## src/rtl/mdu_pkg.sv

```systemverilog
// Shared definitions for the multiply/divide unit: operation codes, controller
// states and the default multiplier latency.
package mdu_pkg;

    localparam int MUL_LAT_DEFAULT = 1;

    typedef enum logic [2:0] {
        OP_MULT  = 3'd0,
        OP_MULTU = 3'd1,
        OP_MADD  = 3'd2,
        OP_MADDU = 3'd3,
        OP_MSUB  = 3'd4,
        OP_MSUBU = 3'd5,
        OP_MUL   = 3'd6,
        OP_RSVD  = 3'd7
    } op_e;

    typedef enum logic [1:0] {
        IDLE,
        ISSUE,
        WAIT,
        ACC
    } state_e;

    // Even encodings are the signed flavours of each operation.
    function automatic logic op_is_signed(input logic [2:0] op);
        return !op[0];
    endfunction

    function automatic logic op_is_sub(input op_e op);
        return (op == OP_MSUB) || (op == OP_MSUBU);
    endfunction

endpackage

```

## src/rtl/mdu_hilo_acc.sv

```systemverilog
// Combinational 64-bit accumulate of the HI/LO pair with a product, used by the
// MADD/MSUB family; wraps modulo 2^64.
module mdu_hilo_acc (
    input  logic [63:0] acc_i,
    input  logic [63:0] prod_i,
    input  logic        sub_i,
    output logic [63:0] res_o
);

    assign res_o = sub_i ? (acc_i - prod_i) : (acc_i + prod_i);

endmodule

```

## src/rtl/mdu_mult_ctrl.sv

```systemverilog
// Sequencing controller for the EX-stage multiplier: issues operands, waits out
// the multiplier latency, and owns the architectural HI/LO pair.
module mdu_mult_ctrl
    import mdu_pkg::*;
#(
    parameter int MUL_LAT = MUL_LAT_DEFAULT
) (
    input  logic        clk,
    input  logic        rst,
    input  logic        req_valid,
    output logic        req_ready,
    input  logic [2:0]  req_op,
    input  logic [31:0] req_a,
    input  logic [31:0] req_b,
    input  logic        flush,
    input  logic        mt_hi_we,
    input  logic        mt_lo_we,
    input  logic [31:0] mt_wdata,
    output logic [31:0] mul_scr0,
    output logic [31:0] mul_scr1,
    output logic        mul_multop,
    input  logic [63:0] mul_res,
    output logic [31:0] hi,
    output logic [31:0] lo,
    output logic        resp_valid,
    output logic [31:0] resp_lo,
    output logic        busy
);

    localparam logic [1:0] CNT_INIT = 2'(MUL_LAT - 1);

    state_e      state_q, state_d;
    op_e         op_q, op_d;
    logic [1:0]  cnt_q, cnt_d;
    logic [31:0] scr0_q, scr0_d;
    logic [31:0] scr1_q, scr1_d;
    logic        multop_q, multop_d;
    logic [31:0] hi_q, hi_d;
    logic [31:0] lo_q, lo_d;
    logic [63:0] prod_q, prod_d;
    logic        resp_valid_q, resp_valid_d;
    logic [31:0] resp_lo_q, resp_lo_d;
    logic [63:0] acc_res;

    mdu_hilo_acc u_acc (
        .acc_i  ({hi_q, lo_q}),
        .prod_i (prod_q),
        .sub_i  (op_is_sub(op_q)),
        .res_o  (acc_res)
    );

    always_comb begin
        state_d      = state_q;
        op_d         = op_q;
        cnt_d        = cnt_q;
        scr0_d       = scr0_q;
        scr1_d       = scr1_q;
        multop_d     = multop_q;
        hi_d         = hi_q;
        lo_d         = lo_q;
        prod_d       = prod_q;
        resp_valid_d = 1'b0;
        resp_lo_d    = resp_lo_q;

        // MT writes land first so a controller write on the same edge overrides them.
        if (mt_hi_we) hi_d = mt_wdata;
        if (mt_lo_we) lo_d = mt_wdata;

        unique case (state_q)
            IDLE: begin
                if (req_valid && !flush && (req_op != OP_RSVD)) begin
                    scr0_d   = req_a;
                    scr1_d   = req_b;
                    multop_d = op_is_signed(req_op);
                    op_d     = op_e'(req_op);
                    state_d  = ISSUE;
                end
            end
            ISSUE: begin
                if (flush) begin
                    state_d = IDLE;
                end else begin
                    cnt_d   = CNT_INIT;
                    state_d = WAIT;
                end
            end
            WAIT: begin
                if (flush) begin
                    state_d = IDLE;
                end else if (cnt_q == 2'd0) begin
                    unique case (op_q)
                        OP_MULT, OP_MULTU: begin
                            {hi_d, lo_d} = mul_res;
                            resp_lo_d    = 32'd0;
                            resp_valid_d = 1'b1;
                            state_d      = IDLE;
                        end
                        OP_MUL: begin
                            resp_lo_d    = mul_res[31:0];
                            resp_valid_d = 1'b1;
                            state_d      = IDLE;
                        end
                        default: begin
                            prod_d  = mul_res;
                            state_d = ACC;
                        end
                    endcase
                end else begin
                    cnt_d = cnt_q - 2'd1;
                end
            end
            ACC: begin
                if (flush) begin
                    state_d = IDLE;
                end else begin
                    {hi_d, lo_d} = acc_res;
                    resp_lo_d    = 32'd0;
                    resp_valid_d = 1'b1;
                    state_d      = IDLE;
                end
            end
            default: state_d = IDLE;
        endcase
    end

    always_ff @(posedge clk or posedge rst) begin
        if (rst) begin
            state_q      <= IDLE;
            op_q         <= OP_MULT;
            cnt_q        <= 2'd0;
            scr0_q       <= 32'd0;
            scr1_q       <= 32'd0;
            multop_q     <= 1'b0;
            hi_q         <= 32'd0;
            lo_q         <= 32'd0;
            prod_q       <= 64'd0;
            resp_valid_q <= 1'b0;
            resp_lo_q    <= 32'd0;
        end else begin
            state_q      <= state_d;
            op_q         <= op_d;
            cnt_q        <= cnt_d;
            scr0_q       <= scr0_d;
            scr1_q       <= scr1_d;
            multop_q     <= multop_d;
            hi_q         <= hi_d;
            lo_q         <= lo_d;
            prod_q       <= prod_d;
            resp_valid_q <= resp_valid_d;
            resp_lo_q    <= resp_lo_d;
        end
    end

    assign req_ready  = (state_q == IDLE);
    assign busy       = (state_q != IDLE);
    assign mul_scr0   = scr0_q;
    assign mul_scr1   = scr1_q;
    assign mul_multop = multop_q;
    assign hi         = hi_q;
    assign lo         = lo_q;
    assign resp_valid = resp_valid_q;
    assign resp_lo    = resp_lo_q;

endmodule

```

## config.mk

```make
export PLATFORM = sky130hd
export DESIGN_NAME = mdu_mult_ctrl
export DESIGN_NICKNAME = d
export VERILOG_FILES = /design/src/rtl/mdu_pkg.sv /design/src/rtl/mdu_hilo_acc.sv /design/src/rtl/mdu_mult_ctrl.sv
export SDC_FILE = /design/constraint.sdc
export NUM_CORES = 1
export LEC_CHECK = 0
export CAP_MARGIN = 0
export CORE_ASPECT_RATIO = 2
export CORE_MARGIN = 10
export CORE_UTILIZATION = 52
export DETAILED_ROUTE_END_ITERATION = 16
export HOLD_SLACK_MARGIN = 0.1
export PLACE_DENSITY = 0.84
export SETUP_SLACK_MARGIN = 0.2
export SLEW_MARGIN = 10
export SYNTH_ARGS = -nofsm -noshare
export SYNTH_HDL_FRONTEND = slang
export SYNTH_SLANG_ARGS = --single-unit
```

## constraint.sdc

```tcl
create_clock -name clk -period 10.8 [get_ports clk]
set_input_delay 2.7 -clock clk [delete_from_list [all_inputs] [get_ports clk]]
set_output_delay 2.7 -clock clk [all_outputs]
set_load 0.03 [all_outputs]
```

==> results of run 1 <==
==> critical path: cells and delay by family, from the launching register on <==
family,cells,cell delay [ps]
AO/OA/AOI/OAI,4,1510
XOR/XNOR,2,540
adder cells (fa/ha/maj),1,470
flip-flops,1,430
AND/OR/NAND/NOR,7,3500
==> power by group <==
group | switching [mW] | internal [mW]
registers | 0.292 | 1.13
clock network | 0.376 | 0.549
logic | 2.48 | 1.57
==> flip-flops by register name, indices dropped and copies added, names as in the netlist <==
name and flops:
mul_scr1 32, resp_lo 32, state_q 2, prod_q 64, resp_valid 1, mul_scr0 32, lo 32, hi 32
op_q 3, mul_multop 1, cnt_q 2
==> kinds of logic (layout without fill, tap and decap cells) <==
logic type / after synthesis / in the layout / share of synthesized area, %
DFF: 233 / 233 / 39.5
buffers and inverters: 131 / 430 / 3.52
and+or+nand+nor: 404 / 404 / 12.5
xor gates and xnor gates: 121 / 121 / 7.17
adders and majority gates: 66 / 66 / 5.64
muxes: 199 / 199 / 14.6
AOI/OAI and AO/OA: 390 / 390 / 17.1
==> stage by stage <==
step	total power [mW]	std cells	setup WS (ps)	hold slack (ps)
2_1_floorplan	4.00	1544	1710	466
5_1_grt	6.72	2199	4090	508
4_1_cts	6.32	2199	4400	485
3_5_place_dp	5.37	2157	4410	470
3_3_place_gp	5.33	2157	4460	463
6_report	6.39	2199	4190	479
==> routing by layer <==
layer	track usage (%)	vias to the layer above	wire length (um)
met5	0	-	0
met4	27.7	0	5810
met3	6.72	301	4070
met2	58.0	743	31300
met1	28.8	6725	18500
li1	-	6171	-
==> final timing paths <==
path,to,slack [ps],start
worst max-delay path,hi[18]$_DFF_PP0_,4190,prod_q[15]$_DFFE_PP0P_
worst min-delay path,resp_lo[17]$_DFFE_PP0P_,480,resp_lo[17]$_DFFE_PP0P_
worst max register to register,hi[18]$_DFF_PP0_,4190,prod_q[15]$_DFFE_PP0P_
worst min register to register,resp_lo[17]$_DFFE_PP0P_,480,resp_lo[17]$_DFFE_PP0P_
max in group asynchronous,lo[15]$_DFF_PP0_,6580,rst
min in group asynchronous,resp_lo[27]$_DFFE_PP0P_,2700,rst
==> placed cells by master (no fill, tap or decap), types with 7 or more instances in the layout <==
cell type,count
sky130_fd_sc_hd__o21bai_1,26
sky130_fd_sc_hd__buf_4,18
sky130_fd_sc_hd__xor2_1,48
sky130_fd_sc_hd__nand4_1,28
sky130_fd_sc_hd__inv_1,37
sky130_fd_sc_hd__clkdlybuf4s50_1,330
sky130_fd_sc_hd__mux2i_1,67
sky130_fd_sc_hd__nand2_1,191
sky130_fd_sc_hd__mux2_2,132
sky130_fd_sc_hd__o21ai_0,84
sky130_fd_sc_hd__o221ai_1,60
sky130_fd_sc_hd__or3_1,11
sky130_fd_sc_hd__nor3_1,32
sky130_fd_sc_hd__nor4_1,9
sky130_fd_sc_hd__o31ai_1,12
sky130_fd_sc_hd__clkbuf_16,23
sky130_fd_sc_hd__nand2b_1,9
sky130_fd_sc_hd__a21o_1,29
sky130_fd_sc_hd__a21oi_1,114
sky130_fd_sc_hd__a211oi_1,12
sky130_fd_sc_hd__nor2_1,77
sky130_fd_sc_hd__a31oi_1,7
sky130_fd_sc_hd__xnor2_1,73
sky130_fd_sc_hd__dfrtp_1,233
sky130_fd_sc_hd__nand3_1,12
sky130_fd_sc_hd__ha_1,65
==> final cells by class <==
cell class                 count  area, um2
fill                        2220       8910
sequential                   233       5830
timing repair buffer         350       3450
multi-input combinational   1180       8450
inverter                      38        150
clock inverter                11        195
tap                          356        445
clock buffer                  31        656
==> results_tabular.tex, run 1 <==
\begin{tabular}{lr}
\hline
Metric & Value \\
\hline
\multicolumn{2}{l}{\textbf{Clocking}} \\
\quad Postcts setup bufs & 0 \\
\quad Clock tree from TritonCTS & done \\
\quad Number of buffers inserted during clock tree synthesis & 23 \\
\quad Number of clock sinks seen by CTS & 233 \\
\quad Insertion delay to the later sink of the worst-skew pair & 550 ps \\
\quad Bufs on Longest Clock Path & 3 \\
\quad Worst-path clk slew & 60 ps \\
\quad Clock tree root driver cell & sky130\_fd\_sc\_hd\_\_clkbuf\_16 \\
\quad Cells resized by post-CTS repair & 0 \\
\quad CTS H-tree depth & 1 \\
\quad Post-CTS Hold Fix Bufs & 0 \\
\multicolumn{2}{l}{\textbf{STA}} \\
\quad Number of pins with negative max-slew slack in the final report & 0 \\
\quad Max transition margin & a little under a quarter \\
\quad Accumulated negative setup slack & 0 ps \\
\quad Achievable clock frequency & 151 MHz \\
\quad Final setup skew & 19.6 ps \\
\quad Slew at the pin closest to its max-slew limit & around 1100 ps \\
\quad RSZ-0062 raised after global routing & no \\
\quad Count of final setup violators & 0 \\
\quad Number of failing hold endpoints at the final stage & 0 \\
\quad Fraction of the cycle the final worst path needs & 61.2\% \\
\quad Tmin final & 6610 ps \\
\multicolumn{2}{l}{\textbf{Layout}} \\
\quad Final core area utilization & between 60\% and 70\% \\
\quad Final \#Nets & 2061 \\
\quad Fraction of final layout cells sized beyond drive strength 1 & between 10 and 15\% \\
\quad Final cell area excluding filler cells & 19200 um2 \\
\quad Area growth, synth to finish & 29.8\% \\
\quad N\_diodes & 0 \\
\multicolumn{2}{l}{\textbf{Drt}} \\
\quad Iteration-0 DRC Markers & between 900 and 1000 \\
\quad Routed wire length per instance & 27.1 um \\
\quad Residual DRC & 0 \\
\quad Via count normalized by instance count & between 6 and 7 \\
\quad Number of detailed-route iterations in the first pass & 5 \\
\quad Vias after detailed routing & approximately 14000 \\
\quad Total Routed Length & 59600 um \\
\quad Number of nets with antenna violations after routing & 0 \\
\multicolumn{2}{l}{\textbf{Synthesis}} \\
\quad Count of distinct cell types in the synthesized netlist & 64 \\
\quad Post-synthesis sequential element count & around 230 \\
\quad Number of enable-type register cells in the synthesized netlist & 0 \\
\quad Number of instances in the synthesized netlist & between 1500 and 2000 \\
\quad Async set-or-reset flop fraction in the synthesized netlist & 100\% \\
\quad Cell type contributing the most total cell area after synthesis & sky130\_fd\_sc\_hd\_\_dfrtp\_1 \\
\quad Synth Flop Type & sky130\_fd\_sc\_hd\_\_dfrtp\_1 \\
\quad Count leader, synth & sky130\_fd\_sc\_hd\_\_dfrtp\_1 \\
\quad Sequential area share after synthesis & 39.5\% \\
\quad Count of synthesis-stage warnings from yosys & 0 \\
\quad Largest cells by area after synthesis & sky130\_fd\_sc\_hd\_\_dfrtp\_1, sky130\_fd\_sc\_hd\_\_mux2\_2, sky130\_fd\_sc\_hd\_\_ha\_1, sky130\_fd\_sc\_hd\_\_nand2\_1, sky130\_fd\_sc\_hd\_\_mux2i\_1 \\
\quad Synthesized Nets & 1779 \\
\quad Mapped cell area & 14800 um2 \\
\quad Average footprint of a synthesized cell & between 9 and 10 um2 \\
\quad Commonest cells in the netlist & sky130\_fd\_sc\_hd\_\_dfrtp\_1, sky130\_fd\_sc\_hd\_\_nand2\_1, sky130\_fd\_sc\_hd\_\_mux2\_2 \\
\quad Synth top area share & 39.5\% \\
\multicolumn{2}{l}{\textbf{GRT}} \\
\quad GRT Overall Usage & between 30\% and 40\% \\
\quad Number of global-route vias before repair & 15000 \\
\quad Wire length of the first global-routing pass & 88700 um \\
\quad Number of antenna violations at the first check in global routing & 0 \\
\quad Maximum number of pins on one net before global-route repair & 102 \\
\quad Total overflow reported by the global router & 0 \\
\multicolumn{2}{l}{\textbf{Worst setup path}} \\
\quad Type of the setup path with the least slack & flop to flop \\
\quad CP Launch Type & flop \\
\quad Chain of cells forming the critical path & or3\_1, nor4\_1, nand4\_1, nor4\_1, and3\_1, a31oi\_1, xnor2\_1, ha\_1, nand4\_1, or2\_2, o41ai\_1, a21oi\_1, xnor2\_1, o221ai\_1 \\
\quad Arrival time of the worst setup path & 6970 ps \\
\quad Data required time of the critical path & approximately 11000 ps \\
\quad Largest fanout of any net on the critical path & 8 \\
\quad Slowest library cell on the worst path & sky130\_fd\_sc\_hd\_\_o41ai\_1 \\
\quad Length in cells of the worst reg-to-reg path & 14 \\
\quad Worst setup EP type & flop \\
\quad Highest cell delay on the worst timing path & 870 ps \\
\multicolumn{2}{l}{\textbf{Die}} \\
\quad Horizontal die dimension & 139 um \\
\quad Die extent in y & 258 um \\
\quad Initial core utilization & a little over half \\
\quad Site row count & 87 \\
\quad Core ar. & 28100 um2 \\
\quad I/O pin total & between 300 and 400 \\
\quad Area of the die & 36000 um2 \\
\multicolumn{2}{l}{\textbf{Status}} \\
\quad Result of the run & complete, no violations \\
\multicolumn{2}{l}{\textbf{Place}} \\
\quad Post-DP HPWL & 46500 um \\
\quad Placer's final routability congestion estimate & $\sim$1.0 \\
\quad Post-DP Area & about 18000 um2 \\
\quad Port Buffer Count & 332 \\
\multicolumn{2}{l}{\textbf{Pwr}} \\
\quad Static power due to leakage & 8.03 nW \\
\quad Cell Pwr Density & between 300 and 400 nW/um2 \\
\quad Max IR drop VDD & 0.210 mV \\
\multicolumn{2}{l}{\textbf{Worst hold path}} \\
\quad Hold Crit Depth & 2 \\
\quad Type of the tightest min-delay check & flop to flop \\
\multicolumn{2}{l}{\textbf{Run}} \\
\quad Max-Cap Viols & 0 \\
\hline
\end{tabular}
No activity file was read; power rests on OpenSTA's default activity.
==> run 2: changes to the inputs <==
Settings changed: CORE_UTILIZATION 52 to 47, PLACE_DENSITY 0.84 to 0.8.
Clock period 10.8 ns to 5.5 ns, I/O delays scaled along.
==> run 2 against run 1 <==
Compared with the run above: sequential cell count stayed put; non-clock buffer count rose by 193; clock-buffer cell count up 5; critical path depth rose by 10; critical endpoint is now hi[20]$_DFF_PP0_; largest power group unchanged.
==> results_tabular.tex, run 2 (synthesis gave the netlist of run 1 again) <==
\begin{tabular}{lr}
\hline
Metric & Value \\
\hline
\multicolumn{2}{l}{\textbf{Pwr}} \\
\quad Static power due to leakage & 8.97 nW (was 8.03 nW) \\
\quad Cell Pwr Density & 676 nW/um2 (was 334 nW/um2) \\
\quad Max IR drop VDD & 0.360 mV (was 0.210 mV) \\
\multicolumn{2}{l}{\textbf{STA}} \\
\quad RSZ-0062 raised after global routing & yes (was no) \\
\quad Number of failing hold endpoints at the final stage & 0 (unchanged) \\
\quad Fraction of the cycle the final worst path needs & 93.1\% (was 61.2\%) \\
\quad Final setup skew & 23.0 ps (was 19.6 ps) \\
\quad Slew at the pin closest to its max-slew limit & 1030 ps (was 1140 ps) \\
\quad Number of pins with negative max-slew slack in the final report & 0 (unchanged) \\
\quad Achievable clock frequency & 195 MHz (was 151 MHz) \\
\quad Smallest setup slack after layout & 378 ps (was 4190 ps) \\
\quad Count of final setup violators & 0 (unchanged) \\
\quad Accumulated negative setup slack & 0 ps (unchanged) \\
\quad Max transition margin & 31.7\% (was 23.5\%) \\
\quad Tmin final & 5120 ps (was 6610 ps) \\
\multicolumn{2}{l}{\textbf{GRT}} \\
\quad GRT Overall Usage & 30.2\% (was 31.7\%) \\
\quad Wire length of the first global-routing pass & 92600 um (was 88700 um) \\
\quad Number of global-route vias before repair & 15700 (was 15000) \\
\quad Number of antenna violations at the first check in global routing & 1 (was 0) \\
\quad Maximum number of pins on one net before global-route repair & 121 (was 102) \\
\quad Total overflow reported by the global router & 0 (unchanged) \\
\multicolumn{2}{l}{\textbf{Worst hold path}} \\
\quad Type of the tightest min-delay check & flop to flop (unchanged) \\
\multicolumn{2}{l}{\textbf{Die}} \\
\quad Area of the die & 39400 um2 (was 36000 um2) \\
\quad Core ar. & 31000 um2 (was 28100 um2) \\
\quad Die extent in y & 271 um (was 258 um) \\
\quad Initial core utilization & 47.7\% (was 52.6\%) \\
\quad Horizontal die dimension & 145 um (was 139 um) \\
\quad Site row count & 91 (was 87) \\
\quad I/O pin total & 333 (unchanged) \\
\multicolumn{2}{l}{\textbf{Layout}} \\
\quad Fraction of final layout cells sized beyond drive strength 1 & 21.5\% (was 11.2\%) \\
\quad Leading cell type in the layout, fill and taps excluded & sky130\_fd\_sc\_hd\_\_clkdlybuf4s50\_1 (unchanged) \\
\quad Commonest cells after routing, fill and taps aside & sky130\_fd\_sc\_hd\_\_clkdlybuf4s50\_1, sky130\_fd\_sc\_hd\_\_dfrtp\_1, sky130\_fd\_sc\_hd\_\_buf\_4, sky130\_fd\_sc\_hd\_\_nand2\_1, sky130\_fd\_sc\_hd\_\_mux2\_2 (was sky130\_fd\_sc\_hd\_\_clkdlybuf4s50\_1, sky130\_fd\_sc\_hd\_\_dfrtp\_1, sky130\_fd\_sc\_hd\_\_nand2\_1, sky130\_fd\_sc\_hd\_\_mux2\_2, sky130\_fd\_sc\_hd\_\_a21oi\_1) \\
\quad Area growth, synth to finish & 41.1\% (was 29.8\%) \\
\quad Largest register by flop count & prod\_q (unchanged) \\
\quad Final \#Nets & 2254 (was 2061) \\
\quad Final core area utilization & 67.3\% (was 68.3\%) \\
\quad Final standard cell count with taps included and fillers excluded & 2455 (was 2199) \\
\quad Max FFs per register & 64 (unchanged) \\
\quad Final cell area excluding filler cells & 20800 um2 (was 19200 um2) \\
\multicolumn{2}{l}{\textbf{Clocking}} \\
\quad Clock tree from TritonCTS & done (unchanged) \\
\quad Insertion delay to the later sink of the worst-skew pair & 550 ps (about the same) \\
\quad Clock tree root driver cell & sky130\_fd\_sc\_hd\_\_clkbuf\_16 (unchanged) \\
\quad CTS H-tree depth & 1 (unchanged) \\
\quad Worst-path clk slew & 70 ps (was 60 ps) \\
\quad Number of clock sinks seen by CTS & 233 (unchanged) \\
\quad Post-CTS Hold Fix Bufs & 0 (unchanged) \\
\quad Number of buffers inserted during clock tree synthesis & 23 (unchanged) \\
\quad Bufs on Longest Clock Path & 3 (unchanged) \\
\multicolumn{2}{l}{\textbf{Drt}} \\
\quad Total Routed Length & 61700 um (was 59600 um) \\
\quad Routed wire length per instance & 25.1 um (was 27.1 um) \\
\quad Number of detailed-route iterations in the first pass & 5 (unchanged) \\
\quad Residual DRC & 0 (unchanged) \\
\quad Iteration-0 DRC Markers & 797 (was 914) \\
\quad Via count normalized by instance count & 5.91 (was 6.34) \\
\quad Vias after detailed routing & 14500 (was 13900) \\
\quad Number of nets with antenna violations after routing & 0 (unchanged) \\
\multicolumn{2}{l}{\textbf{Worst setup path}} \\
\quad CP Launch Type & flop (unchanged) \\
\quad Largest fanout of any net on the critical path & 8 (unchanged) \\
\quad Type of the setup path with the least slack & flop to flop (unchanged) \\
\quad Arrival time of the worst setup path & 5520 ps (was 6970 ps) \\
\quad Data required time of the critical path & 5900 ps (was 11160 ps) \\
\quad Worst setup EP type & flop (unchanged) \\
\multicolumn{2}{l}{\textbf{Place}} \\
\quad Count of placed standard cells including taps & 2404 (was 2157) \\
\quad Placer's final routability congestion estimate & 1.02 (was 1.01) \\
\quad Post-DP Area & 19800 um2 (was 18300 um2) \\
\quad Worst setup slack before clock tree synthesis & 66.4 ps (was 4410 ps) \\
\quad Post-DP HPWL & 49100 um (was 46500 um) \\
\quad Port Buffer Count & 332 (unchanged) \\
\multicolumn{2}{l}{\textbf{Run}} \\
\quad Max-Cap Viols & 0 (unchanged) \\
\multicolumn{2}{l}{\textbf{Status}} \\
\quad Result of the run & complete, no violations (unchanged) \\
\hline
\end{tabular}
run 2: cell count changes in the layout (fill, tap and decap cells not counted), sizes merged:
cell / change
buf: +193
bufinv: -5
clkbuf: +5
clkinv: -2
clkinvlp: +2
diode: +1
run 2: stage by stage:
stage / total power, mW / hold slack, ps
global placement: 11.9 / 463
floorplan: 7.85 / 466
CTS: 13.7 / 489
detailed placement: 12.0 / 475
finish: 14.1 / 485
global route: 14.8 / 511
run 2: critical path, stage by stage, from the launching register on:
cell	delay [ps]
sky130_fd_sc_hd__dfrtp_1	380
sky130_fd_sc_hd__or3_4	390
sky130_fd_sc_hd__or3_4	330
sky130_fd_sc_hd__or2_4	250
sky130_fd_sc_hd__or3_4	390
sky130_fd_sc_hd__nor4_4	190
sky130_fd_sc_hd__buf_4	170
sky130_fd_sc_hd__buf_4	130
sky130_fd_sc_hd__a21oi_1	70
sky130_fd_sc_hd__xnor2_1	160
sky130_fd_sc_hd__ha_1	330
sky130_fd_sc_hd__buf_6	150
sky130_fd_sc_hd__a21o_1	150
sky130_fd_sc_hd__a21o_1	200
sky130_fd_sc_hd__a211oi_2	310
sky130_fd_sc_hd__nor2_1	100
sky130_fd_sc_hd__o2111ai_1	190
sky130_fd_sc_hd__o21ai_1	80
sky130_fd_sc_hd__a21oi_1	200
sky130_fd_sc_hd__buf_4	150
sky130_fd_sc_hd__o31ai_1	70
sky130_fd_sc_hd__buf_4	170
sky130_fd_sc_hd__a21boi_2	140
sky130_fd_sc_hd__xor2_1	150
sky130_fd_sc_hd__o221ai_1	130
run 2: where the power goes:
| part | switching (mW) | internal [mW] |
|---|---|---|
| Sequential | 0.556 | 2.22 |
| Combinational | 5.36 | 4.36 |
| Clock | 0.717 | 0.885 |
| Total | 6.63 | 7.46 |
run 2: cell type report:
cell class,instances,area (um2)
sequential,233,5830
inverter,38,146
tap,418,523
clock inverter,6,43.8
clock buffer,36,704
timing repair buffer,543,4950
antenna,1,2.50
fill,2588,10100
multi-input combinational,1180,8630
run 2: worst paths after layout:
| path | startpoint | end | slack (ps) | cells past startpoint |
|---|---|---|---|---|
| max | prod_q[2]$_DFFE_PP0P_ | hi[20]$_DFF_PP0_ | 380 | 24 |
| min | resp_lo[9]$_DFFE_PP0P_ | resp_lo[9]$_DFFE_PP0P_ | 490 | 2 |
| max reg2reg | prod_q[2]$_DFFE_PP0P_ | hi[20]$_DFF_PP0_ | 380 | 24 |
| min reg2reg | resp_lo[9]$_DFFE_PP0P_ | resp_lo[9]$_DFFE_PP0P_ | 490 | 2 |
| max in group asynchronous | rst | mul_scr1[6]$_DFFE_PP0P_ | 3440 | 3 |
| min in group asynchronous | rst | mul_scr0[31]$_DFFE_PP0P_ | 1100 | 2 |
run 2: per-layer routing:
| layer | global-route usage, % | vias up | wire, um |
|---|---|---|---|
| met4 | 23.5 | 0 | 5580 |
| li1 | - | 6540 | - |
| met3 | 5.85 | 271 | 3850 |
| met5 | 0 | - | 0 |
| met1 | 27.1 | 6986 | 19000 |
| met2 | 57.3 | 701 | 33200 |
run 2: what timing repair did:
item | CTS | global route
buffers inserted | 0 | 8
setup endpoints to repair | 5 | 25
pin swaps | 0 | 11
resized for setup | 3 | 53
==> run 3: changes to the inputs <==
Settings changed: CAP_MARGIN 0 to 20.
==> run 3 against run 2 <==
Compared with the run above: hold slack got worse by 2.5 ps; maximum frequency about the same; critical endpoint unchanged; first-iteration DRC count increased by 14%; global-route usage unchanged; largest power group unchanged; clock skew increased by 2.8 ps.
==> results_tabular.tex, run 3 (synthesis gave the netlist of run 1 again) <==
\begin{tabular}{lr}
\hline
Metric & Value \\
\hline
\multicolumn{2}{l}{\textbf{STA}} \\
\quad Max transition margin & 43.8\% (was 31.7\%) \\
\quad Smallest setup slack after layout & 378 ps (about the same) \\
\quad Accumulated negative setup slack & 0 ps (unchanged) \\
\quad Count of final setup violators & 0 (unchanged) \\
\quad Achievable clock frequency & 195 MHz (about the same) \\
\quad Number of pins with negative max-slew slack in the final report & 0 (unchanged) \\
\quad Tmin final & 5120 ps (about the same) \\
\quad Slew at the pin closest to its max-slew limit & 843 ps (was 1030 ps) \\
\quad RSZ-0062 raised after global routing & yes (unchanged) \\
\quad Fraction of the cycle the final worst path needs & 93.1\% (about the same) \\
\quad Number of failing hold endpoints at the final stage & 0 (unchanged) \\
\quad Final setup skew & 25.8 ps (was 23.0 ps) \\
\multicolumn{2}{l}{\textbf{Pwr}} \\
\quad Max IR drop VDD & 0.360 mV (about the same) \\
\quad Proportion of power drawn by combinational gates & 68.9\% (about the same) \\
\quad Proportion of power drawn by the clock network & 11.4\% (about the same) \\
\quad Register share of total power & 19.7\% (about the same) \\
\quad Cell Pwr Density & 676 nW/um2 (about the same) \\
\quad Total power after layout & 14.1 mW (about the same) \\
\quad Internal power of the cells & 7.46 mW (about the same) \\
\quad Fraction of power spent switching nets & 47.1\% (was 47.0\%) \\
\quad Net Switching & 6.64 mW (was 6.63 mW) \\
\quad Static power due to leakage & 8.99 nW (was 8.97 nW) \\
\multicolumn{2}{l}{\textbf{Clocking}} \\
\quad Number of buffers inserted during clock tree synthesis & 23 (unchanged) \\
\quad Clock tree from TritonCTS & done (unchanged) \\
\quad Bufs on Longest Clock Path & 3 (unchanged) \\
\quad Insertion delay to the later sink of the worst-skew pair & 550 ps (about the same) \\
\quad Worst-path clk slew & 70 ps (about the same) \\
\quad CTS H-tree depth & 1 (unchanged) \\
\quad Clock tree root driver cell & sky130\_fd\_sc\_hd\_\_clkbuf\_16 (unchanged) \\
\quad Number of clock sinks seen by CTS & 233 (unchanged) \\
\quad Post-CTS Hold Fix Bufs & 0 (unchanged) \\
\multicolumn{2}{l}{\textbf{Layout}} \\
\quad Final core area utilization & 67.4\% (was 67.3\%) \\
\quad Area growth, synth to finish & 41.3\% (was 41.1\%) \\
\quad Leading cell type in the layout, fill and taps excluded & sky130\_fd\_sc\_hd\_\_clkdlybuf4s50\_1 (unchanged) \\
\quad Fraction of final layout cells sized beyond drive strength 1 & 21.6\% (was 21.5\%) \\
\quad Largest register by flop count & prod\_q (unchanged) \\
\quad Final cell area excluding filler cells & 20900 um2 (was 20800 um2) \\
\quad Final \#Nets & 2255 (was 2254) \\
\quad Max FFs per register & 64 (unchanged) \\
\quad Commonest cells after routing, fill and taps aside & sky130\_fd\_sc\_hd\_\_clkdlybuf4s50\_1, sky130\_fd\_sc\_hd\_\_dfrtp\_1, sky130\_fd\_sc\_hd\_\_buf\_4, sky130\_fd\_sc\_hd\_\_nand2\_1, sky130\_fd\_sc\_hd\_\_mux2\_2 (unchanged) \\
\multicolumn{2}{l}{\textbf{Drt}} \\
\quad Iteration-0 DRC Markers & 905 (was 797) \\
\quad Via count normalized by instance count & 5.93 (was 5.91) \\
\quad Residual DRC & 0 (unchanged) \\
\quad Number of nets with antenna violations after routing & 0 (unchanged) \\
\quad Total Routed Length & 61900 um (was 61700 um) \\
\quad Vias after detailed routing & 14600 (was 14500) \\
\quad Number of detailed-route iterations in the first pass & 7 (was 5) \\
\quad Routed wire length per instance & 25.2 um (was 25.1 um) \\
\multicolumn{2}{l}{\textbf{Worst setup path}} \\
\quad Worst setup EP type & flop (unchanged) \\
\quad CP Launch Type & flop (unchanged) \\
\quad Worst R2R Setup Slack & 380 ps (about the same) \\
\quad Arrival time of the worst setup path & 5520 ps (about the same) \\
\quad Data required time of the critical path & 5900 ps (about the same) \\
\quad Largest fanout of any net on the critical path & 8 (unchanged) \\
\quad Type of the setup path with the least slack & flop to flop (unchanged) \\
\multicolumn{2}{l}{\textbf{Die}} \\
\quad Area of the die & 39400 um2 (unchanged) \\
\quad Core ar. & 31000 um2 (unchanged) \\
\quad Site row count & 91 (unchanged) \\
\quad Die extent in y & 271 um (unchanged) \\
\quad I/O pin total & 333 (unchanged) \\
\quad Initial core utilization & 47.7\% (unchanged) \\
\quad Horizontal die dimension & 145 um (unchanged) \\
\multicolumn{2}{l}{\textbf{Status}} \\
\quad Result of the run & complete, no violations (unchanged) \\
\multicolumn{2}{l}{\textbf{Run}} \\
\quad Max-Cap Viols & 0 (unchanged) \\
\multicolumn{2}{l}{\textbf{Place}} \\
\quad Port Buffer Count & 332 (unchanged) \\
\quad Worst setup slack before clock tree synthesis & 66.4 ps (unchanged) \\
\quad Placer's final routability congestion estimate & 1.02 (unchanged) \\
\quad Post-DP HPWL & 49100 um (unchanged) \\
\quad Post-DP Area & 19800 um2 (unchanged) \\
\multicolumn{2}{l}{\textbf{GRT}} \\
\quad GRT Overall Usage & 30.2\% (unchanged) \\
\quad Number of global-route vias before repair & 15700 (unchanged) \\
\quad Total overflow reported by the global router & 0 (unchanged) \\
\quad Maximum number of pins on one net before global-route repair & 121 (unchanged) \\
\quad Number of antenna violations at the first check in global routing & 1 (unchanged) \\
\quad Wire length of the first global-routing pass & 92600 um (unchanged) \\
\multicolumn{2}{l}{\textbf{Worst hold path}} \\
\quad Type of the tightest min-delay check & flop to flop (unchanged) \\
\hline
\end{tabular}
[run 3: cell count changes in the layout (fill, tap and decap cells not counted)]
| cell | change |
|---|---|
| sky130_fd_sc_hd__buf_16 | +1 |
[run 3: area by class of cell]
class                           instances  area [um2]
Timing Repair Buffer                  544        4980
Inverter                               38         146
Sequential cell                       233        5830
Clock inverter                          6        43.8
Tap cell                              418         523
Multi-Input combinational cell       1180        8630
Fill cell                            2586       10100
Clock buffer                           36         704
Antenna cell                            1        2.50
[run 3: layer usage]
metal,wire [um],global-route usage [%],vias to the layer above
li1,-,-,6551
met1,19100,27.1,7043
met2,33200,57.3,685
met3,3940,5.85,282
met4,5690,23.5,0
met5,0,0,-
[run 3: worst max-delay path, stage by stage, from the launching register on]
cell and delay, ps:
sky130_fd_sc_hd__dfrtp_1 380, sky130_fd_sc_hd__or3_4 390, sky130_fd_sc_hd__or3_4 330, sky130_fd_sc_hd__or2_4 250, sky130_fd_sc_hd__or3_4 390, sky130_fd_sc_hd__nor4_4 190, sky130_fd_sc_hd__buf_4 180, sky130_fd_sc_hd__buf_4 130
sky130_fd_sc_hd__a21oi_1 70, sky130_fd_sc_hd__xnor2_1 160, sky130_fd_sc_hd__ha_1 330, sky130_fd_sc_hd__buf_6 150, sky130_fd_sc_hd__a21o_1 150, sky130_fd_sc_hd__a21o_1 200, sky130_fd_sc_hd__a211oi_2 310, sky130_fd_sc_hd__nor2_1 100
sky130_fd_sc_hd__o2111ai_1 190, sky130_fd_sc_hd__o21ai_1 80, sky130_fd_sc_hd__a21oi_1 200, sky130_fd_sc_hd__buf_4 150, sky130_fd_sc_hd__o31ai_1 70, sky130_fd_sc_hd__buf_4 170, sky130_fd_sc_hd__a21boi_2 140, sky130_fd_sc_hd__xor2_1 150
sky130_fd_sc_hd__o221ai_1 130
[run 3: path summary, 6_finish.rpt]
kind                                        start                       end  cells after the start
setup / recovery            prod_q[2]$_DFFE_PP0P_          hi[20]$_DFF_PP0_                     24
setup reg to reg            prod_q[2]$_DFFE_PP0P_          hi[20]$_DFF_PP0_                     24
min in group asynchronous                     rst  mul_scr0[31]$_DFFE_PP0P_                      2
hold reg to reg            resp_lo[9]$_DFFE_PP0P_    resp_lo[9]$_DFFE_PP0P_                      2
hold / removal             resp_lo[9]$_DFFE_PP0P_    resp_lo[9]$_DFFE_PP0P_                      2
max in group asynchronous                     rst   mul_scr1[6]$_DFFE_PP0P_                      3
[run 3: through the flow]
step,std cells,hold slack (ps)
3_3_place_gp,2404,463
2_1_floorplan,1544,466
6_report,2456,483
3_5_place_dp,2404,475
4_1_cts,2446,489
5_1_grt,2456,511
[run 3: power groups by stage]
stage	logic, mW	clock network, mW	registers, mW
global placement	9.16	0	2.75
floorplan	4.68	0	3.17
finish	9.72	1.60	2.77
CTS	9.31	1.62	2.75
global route	10.3	1.69	2.83
detailed placement	9.24	0	2.78
[run 3: what timing repair did]
action / in CTS / in global routing
resized for setup: 3 / 53
pin swaps: 0 / 11
buffers inserted: 0 / 8
endpoints found under the setup margin: 5 / 25
